## src/rtl/uart_rx_ctrl.sv

```systemverilog
// rtl/uart_rx_ctrl.sv - UART receive sequencer with one-entry holding register
module uart_rx_ctrl #(
    parameter int NB_DATA = 8,
    parameter int OVS     = 16,
    parameter int SB_TICK = 16
) (
    input  logic               i_clk,
    input  logic               i_reset,
    input  logic               i_tick,
    input  logic               i_rx,
    input  logic               i_rd,
    output logic [NB_DATA-1:0] o_data,
    output logic               o_valid,
    output logic               o_frame_err,
    output logic               o_overrun
);

    localparam int S_MAX = (OVS > SB_TICK) ? OVS : SB_TICK;
    localparam int S_W   = (S_MAX > 2) ? $clog2(S_MAX) : 1;
    localparam int N_W   = (NB_DATA > 2) ? $clog2(NB_DATA) : 1;

    localparam logic [S_W-1:0] S_MID  = S_W'(OVS / 2 - 1);
    localparam logic [S_W-1:0] S_BIT  = S_W'(OVS - 1);
    localparam logic [S_W-1:0] S_STOP = S_W'(SB_TICK - 1);
    localparam logic [N_W-1:0] N_LAST = N_W'(NB_DATA - 1);

    typedef enum logic [1:0] {
        IDLE,
        START,
        DATA,
        STOP
    } state_t;

    state_t             state_q, state_d;
    logic [S_W-1:0]     s_q, s_d;
    logic [N_W-1:0]     n_q, n_d;
    logic [NB_DATA-1:0] shift_q, shift_d;
    logic               commit;
    logic               rx_meta, rx_s;

    // Line idles high, so the synchroniser resets to 1 to avoid a false start bit.
    always_ff @(posedge i_clk or posedge i_reset) begin
        if (i_reset) begin
            rx_meta <= 1'b1;
            rx_s    <= 1'b1;
        end else begin
            rx_meta <= i_rx;
            rx_s    <= rx_meta;
        end
    end

    always_ff @(posedge i_clk or posedge i_reset) begin
        if (i_reset) begin
            state_q <= IDLE;
            s_q     <= '0;
            n_q     <= '0;
            shift_q <= '0;
        end else begin
            state_q <= state_d;
            s_q     <= s_d;
            n_q     <= n_d;
            shift_q <= shift_d;
        end
    end

    always_comb begin
        state_d = state_q;
        s_d     = s_q;
        n_d     = n_q;
        shift_d = shift_q;
        commit  = 1'b0;
        case (state_q)
            IDLE: begin
                if (!rx_s) begin
                    state_d = START;
                    s_d     = '0;
                end
            end
            START: begin
                if (i_tick) begin
                    if (s_q == S_MID) begin
                        s_d = '0;
                        if (!rx_s) begin
                            state_d = DATA;
                            n_d     = '0;
                        end else begin
                            state_d = IDLE;
                        end
                    end else begin
                        s_d = s_q + 1'b1;
                    end
                end
            end
            DATA: begin
                if (i_tick) begin
                    if (s_q == S_BIT) begin
                        s_d     = '0;
                        shift_d = {rx_s, shift_q[NB_DATA-1:1]};
                        if (n_q == N_LAST) begin
                            state_d = STOP;
                        end else begin
                            n_d = n_q + 1'b1;
                        end
                    end else begin
                        s_d = s_q + 1'b1;
                    end
                end
            end
            STOP: begin
                if (i_tick) begin
                    if (s_q == S_STOP) begin
                        commit  = 1'b1;
                        state_d = IDLE;
                        s_d     = '0;
                    end else begin
                        s_d = s_q + 1'b1;
                    end
                end
            end
            default: begin
                state_d = IDLE;
                s_d     = '0;
                n_d     = '0;
            end
        endcase
    end

    // A pop coinciding with a commit consumes the old word, so no overrun is flagged.
    always_ff @(posedge i_clk or posedge i_reset) begin
        if (i_reset) begin
            o_data      <= '0;
            o_valid     <= 1'b0;
            o_frame_err <= 1'b0;
            o_overrun   <= 1'b0;
        end else if (commit) begin
            o_data      <= shift_q;
            o_valid     <= 1'b1;
            o_frame_err <= ~rx_s;
            if (i_rd) begin
                o_overrun <= 1'b0;
            end else if (o_valid) begin
                o_overrun <= 1'b1;
            end
        end else if (i_rd && o_valid) begin
            o_valid   <= 1'b0;
            o_overrun <= 1'b0;
        end
    end

endmodule

```

## config.mk

```make
export PLATFORM = sky130hd
export DESIGN_NAME = uart_rx_ctrl
export DESIGN_NICKNAME = d
export VERILOG_FILES = /design/src/rtl/uart_rx_ctrl.sv
export SDC_FILE = /design/constraint.sdc
export NUM_CORES = 1
export LEC_CHECK = 0
export ABC_CLOCK_PERIOD_IN_PS = 2850
export BUFFER_PORTS_ARGS = -buffer_cell sky130_fd_sc_hd__buf_2
export CORE_MARGIN = 2
export CORE_UTILIZATION = 55
export DETAILED_ROUTE_END_ITERATION = 8
export HOLD_SLACK_MARGIN = 0.08
export PLACE_DENSITY = 0.84
export SLEW_MARGIN = 10
export SYNTH_ARGS = -nofsm -noshare
export SYNTH_HDL_FRONTEND = slang
export SYNTH_SLANG_ARGS = --single-unit
```

## constraint.sdc

```tcl
create_clock -name i_clk -period 2.85 [get_ports i_clk]
set_input_delay 0.57 -clock i_clk [delete_from_list [all_inputs] [get_ports i_clk]]
set_output_delay 0.57 -clock i_clk [all_outputs]
set_load 0.02 [all_outputs]
```

-- Yosys cells after proc, flatten, opt, wreduce, memory -nomap -nowiden
Index checks and enable logic that the tools add are counted.
- bits in registers: 30
- output and inout port bits: 11
- bitwise logic cells: 1
- multiplexer cells: 31
- reductions and logical operators: 10
- equality and inequality tests: 18
- add/subtract/negate cells: 2
- operators with widths (operator ; number):
    $mux 4 ; 5
    $ne 2x2->1 const B ; 10
    $mux 2 ; 9
    $mux 3 ; 6
    $pmux 4 s3 ; 1
    $mux 1 ; 8
    $pmux 2 s4 ; 1
    $reduce_and 8->1 ; 1
    $reduce_and 7->1 ; 1
    $pmux 3 s2 ; 1
    $reduce_and 3->1 ; 2
    $add 4x1->4 const B ; 1
    $eq 2x2->1 const B ; 2
    $eq 4x3->1 const B ; 1
    $eq 4x4->1 const B ; 1
    $reduce_bool 2->1 ; 2
    $add 3x1->3 const B ; 1
    $eq 3x3->1 const B ; 1
    $ne 3x3->1 const B ; 1
    $eq 2x1->1 const B ; 1
    $logic_not 2->1 ; 1
    $ne 2x1->1 const B ; 1
    $reduce_and 2->1 ; 1
    $reduce_or 2->1 ; 1
    other kinds (2) ; 2

-- Logic depth before layout (Yosys ltp)
- depth in word-level cells: 6
- mapped depth: 6

-- Worst setup path after synthesis
Ideal clock, no wire load.
- path type: reg2reg
- from: register s_q[0]
- to: register o_data[0]
- arrival: 1.454 ns
- cell stages (with the launch flop): 6
- clock period less this slack: 1.578 ns
- slack: 1.272 ns
- path through: dfrtp_1 > ha_1 > nand4_2 > nor2_4 > buf_6 > mux2_2
- cells in the longest elaborated chain, start to end: 4
- ends and longest elaborated chain (what ; line ; source):
    start, declared ; 35 ; logic [S_W-1:0] s_q, s_d;
    start signal, assigned ; 55 ; s_q <= '0;
    start signal, assigned ; 60 ; s_q <= s_d;
    $eq 4x4->1 ; 111 ; if (s_q == S_STOP) begin
    $mux 1 ; 111 ;
    $mux 1 ; 110 ; if (i_tick) begin
    $mux 1 ; 72 ; case (state_q)
    end signal, assigned ; 136 ; o_data <= shift_q;
    end, declared ; 12 ; output logic [NB_DATA-1:0] o_data,
No other way between the ends.
A chain may end at the register's enable or synchronous reset.

-- Worst setup path after layout
- from: register s_q[0]
- to: register o_data[4]
Same word-level chain as after synthesis.

==> run_results.csv <==
group,metric,value,unit
run_status,status,"finished, final reports clean",
routing,drt_wl_total,1.96,mm
layout,finish.net_count,124,
sta,max_freq,564,MHz
routing,drt_first_iter_violations,4,
cts,cts_setup_buffers,0,
critical_path,worst-path-max-fanout,13,
synth,postSynthNetCount,104,
critical_path,critical-path-slowest-cell,"dfrtp_1",
critical_path,critical-path-max-stage-delay,410,ps
routing,wl_per_cell,13.5,um
synth,synthArstFlopShare,100,%
power_and_ir_drop,vdd_drop_max,412,uV
sta,finalClockSkew,10.3,ps
cts,cts_hold_buffers,0,
floorplanning,die_width,52.8,um
synth,synth_sequential_area_ratio,57.5,%
synth,synth_edf_count,0,
global_routing,overflow,0,
critical_path,crit_family,"simple AND/OR/NAND/NOR gates",
global_routing,antenna_found_initial,0,
sta,period_share,62.2,%
layout,design_area,1460,sq um
critical_path,cp_cell_sequence,"ha_1 -> nand4_2 -> nor2_4 -> mux2_2",
synth,synth.lib_cells_used.distinct,32,
floorplanning,floorplan.initialDensity,58.7,%
routing,ant_nets,0,
floorplanning,die_height,52.8,um
synth,syn_inst_count,96,
routing,per_cell_via_count_in_the_routed_design,5.43,
critical_path,cp_num_buf_inv,0,
sta,worst_pin_slew,376,ps
cts,cts_max_path_buffers,2,
floorplanning,design.die.area,2790,sq um
critical_path,worst-endpoint-required,3040,ps
placement,placed_area,1400,sq um
routing,via_count,788,
cts,clock_insertion_delay_worst_skew,310,ps
critical_path,setup.reg_to_reg.worst_slack,1080,ps
cts,postCtsResizedCells,0,
layout,layout.cells.most_common_list,"dfrtp_1 (28), mux2_2 (17), buf_2 (15)",
global_routing,grt_start_max_net_pins,31,
run,max_cap_violations,0,
synth,yosysTopAreaCellShare,53.5,%
synth,synth_warnings,0,
sta,final-hold-violation-count,0,
placement,globalplace.congestion,0.812,
synth,syn-mean-instance-area,13.6,sq um
placement,place_worst_setup_slack,1020,ps
critical_path,timing.reg2reg.worst_path_depth,4,
hold_path,hold_path.class,"primary input to async pin",
floorplanning,ios,16,
critical_path,path_depth,4,
layout,seqCellArea,753,sq um
sta,finalCriticalPeriod,1770,ps
cts,clock_root_cell,"clkbuf_4",
placement,place.port_buffers,15,
sta,tns,0,ps
power_and_ir_drop,p_leak,0.722,nW
routing,drt_first_pass_iters,3,
sta,report.final.setup_viol,0,
floorplanning,core,2230,sq um
layout,mostFrequentLayoutCell,"dfrtp_1",
layout,n_antenna_cell,0,
layout,multi_input_area,518,sq um
critical_path,critPathCaptureType,"flop",
layout,final_layout_fill_cell_count,176,
sta,grt_setup_unrepaired,"false",
layout,post_route_cells_drive_above_1_share,41.0,%
placement,place.detailed.hpwl,1.41,mm
critical_path,worst-setup-path-type,"flop to flop",
layout,syn_to_final_growth,11.5,%
routing,remaining_design_rule_violation_count,0,
critical_path,setup.worst_path.start_class,"flop",
floorplanning,row_count,17,
cts,clock_tree.htree_level_count,2,
power_and_ir_drop,power_density,669,nW/um^2
synth,flip_flop_cell_with_the_highest_count_after_synthesis,"dfrtp_1",
synth,synth.ff_latch_count,30,
global_routing,grt_first_pass_wirelength,3.49,mm
global_routing,first_global_vias,814,
synth,synth_top_cell_by_area,"dfrtp_1",
sta,slew_violations,0,
cts,count_of_clock_tree_sinks,30,
cts,numCtsBuffers,5,
synth,synth.cell_area,1310,sq um
cts,cts.reportedPaths.clkPinSlew,90,ps
sta,maxSlewHeadroom,75.0,%
synth,post_synth_main_area_contributors,"dfrtp_1 (53%), mux2_2 (15%), dfstp_2 (4.0%), ha_1 (2.9%), a22o_1 (2.0%)",
global_routing,grt_use_total,17.7,%
cts,tritoncts,"done",
critical_path,worst-endpoint-arrival,1960,ps
sta,final_critical_path_setup_slack,1080,ps
cell families (layout without fill, tap and decap cells):
| family | after synthesis | count (layout) | synth area share (%) |
|---|---|---|---|
| flops | 30 | 30 | 57.5 |
| simple gates | 20 | 20 | 10.4 |
| mux | 19 | 19 | 16.1 |
| compound gates | 17 | 17 | 9.46 |
| buf+inv | 6 | 27 | 2.96 |
| fa+ha+maj | 3 | 3 | 2.87 |
| xor+xnor | 1 | 1 | 0.669 |
where the power goes:
part	total (mW)	switching, mW	internal, mW
Combinational	0.171	0.0901	0.0814
Sequential	0.553	0.0784	0.474
Clock	0.253	0.133	0.119
worst reg2reg max path: cells and delay by family (launching register included):
kind                     cells  cell delay [ps]
adder cells (fa/ha/maj)      1              250
AND/OR/NAND/NOR              2              600
multiplexers                 1              390
flip-flops                   1              410
flip-flops by register name, indices dropped and copies added, names as in the netlist, named ones only:
register	count
rx_meta	1
n_q	3
o_valid	1
o_overrun	1
s_q	4
o_data	8
o_frame_err	1
rx_s	1
shift_q	8
state_q	1
path summary, 6_finish.rpt:
kind | to | startpoint
max | o_data[4] | s_q[0]
min | shift_q[2] | i_reset
min in group i_clk | rx_s | rx_meta
max reg2reg | o_data[4] | s_q[0]
max in group asynchronous | rx_meta | i_reset
min reg2reg | rx_s | rx_meta
stage by stage:
| stage | hold WS (ps) | power, mW | cells | util (%) |
|---|---|---|---|---|
| detailed placement | 352 | 0.732 | 137 | 62.7 |
| finish | 307 | 0.977 | 145 | 65.4 |
| CTS | 315 | 0.985 | 145 | 65.4 |
| global placement | 348 | 0.720 | 137 | 62.7 |
| floorplan | 345 | 0.702 | 96 | - |
| global route | 332 | 1.04 | 145 | 65.4 |
metal layers:
metal  track usage (%)  part of all wire [%]  vias to the layer above
met5                 0                     0                        -
met2              27.5                    47                       14
met4              8.12                  0.56                        0
li1                  -                     -                      393
met3              4.29                   4.2                        2
met1              23.4                    48                      379
synth_stat cells (2+ instances only):
cell,n
nor2_1,3
ha_1,3
mux2i_1,2
nor2_4,2
nand3_1,3
mux2_2,17
a21oi_1,2
or2_2,2
dfrtp_1,28
nand2b_1,2
nand2_1,2
buf_6,2
dfstp_2,2
inv_1,3
o21ai_0,3
o31ai_1,2
a22o_1,3
layout make-up:
class,count,area share (%)
timing repair buffer,16,5.66
clock inverter,1,0.343
inverter,3,0.771
multi-input combinational,60,35.5
clock buffer,7,3.77
tap,28,2.40
sequential,30,51.6
(Power assumes the default switching activity.)
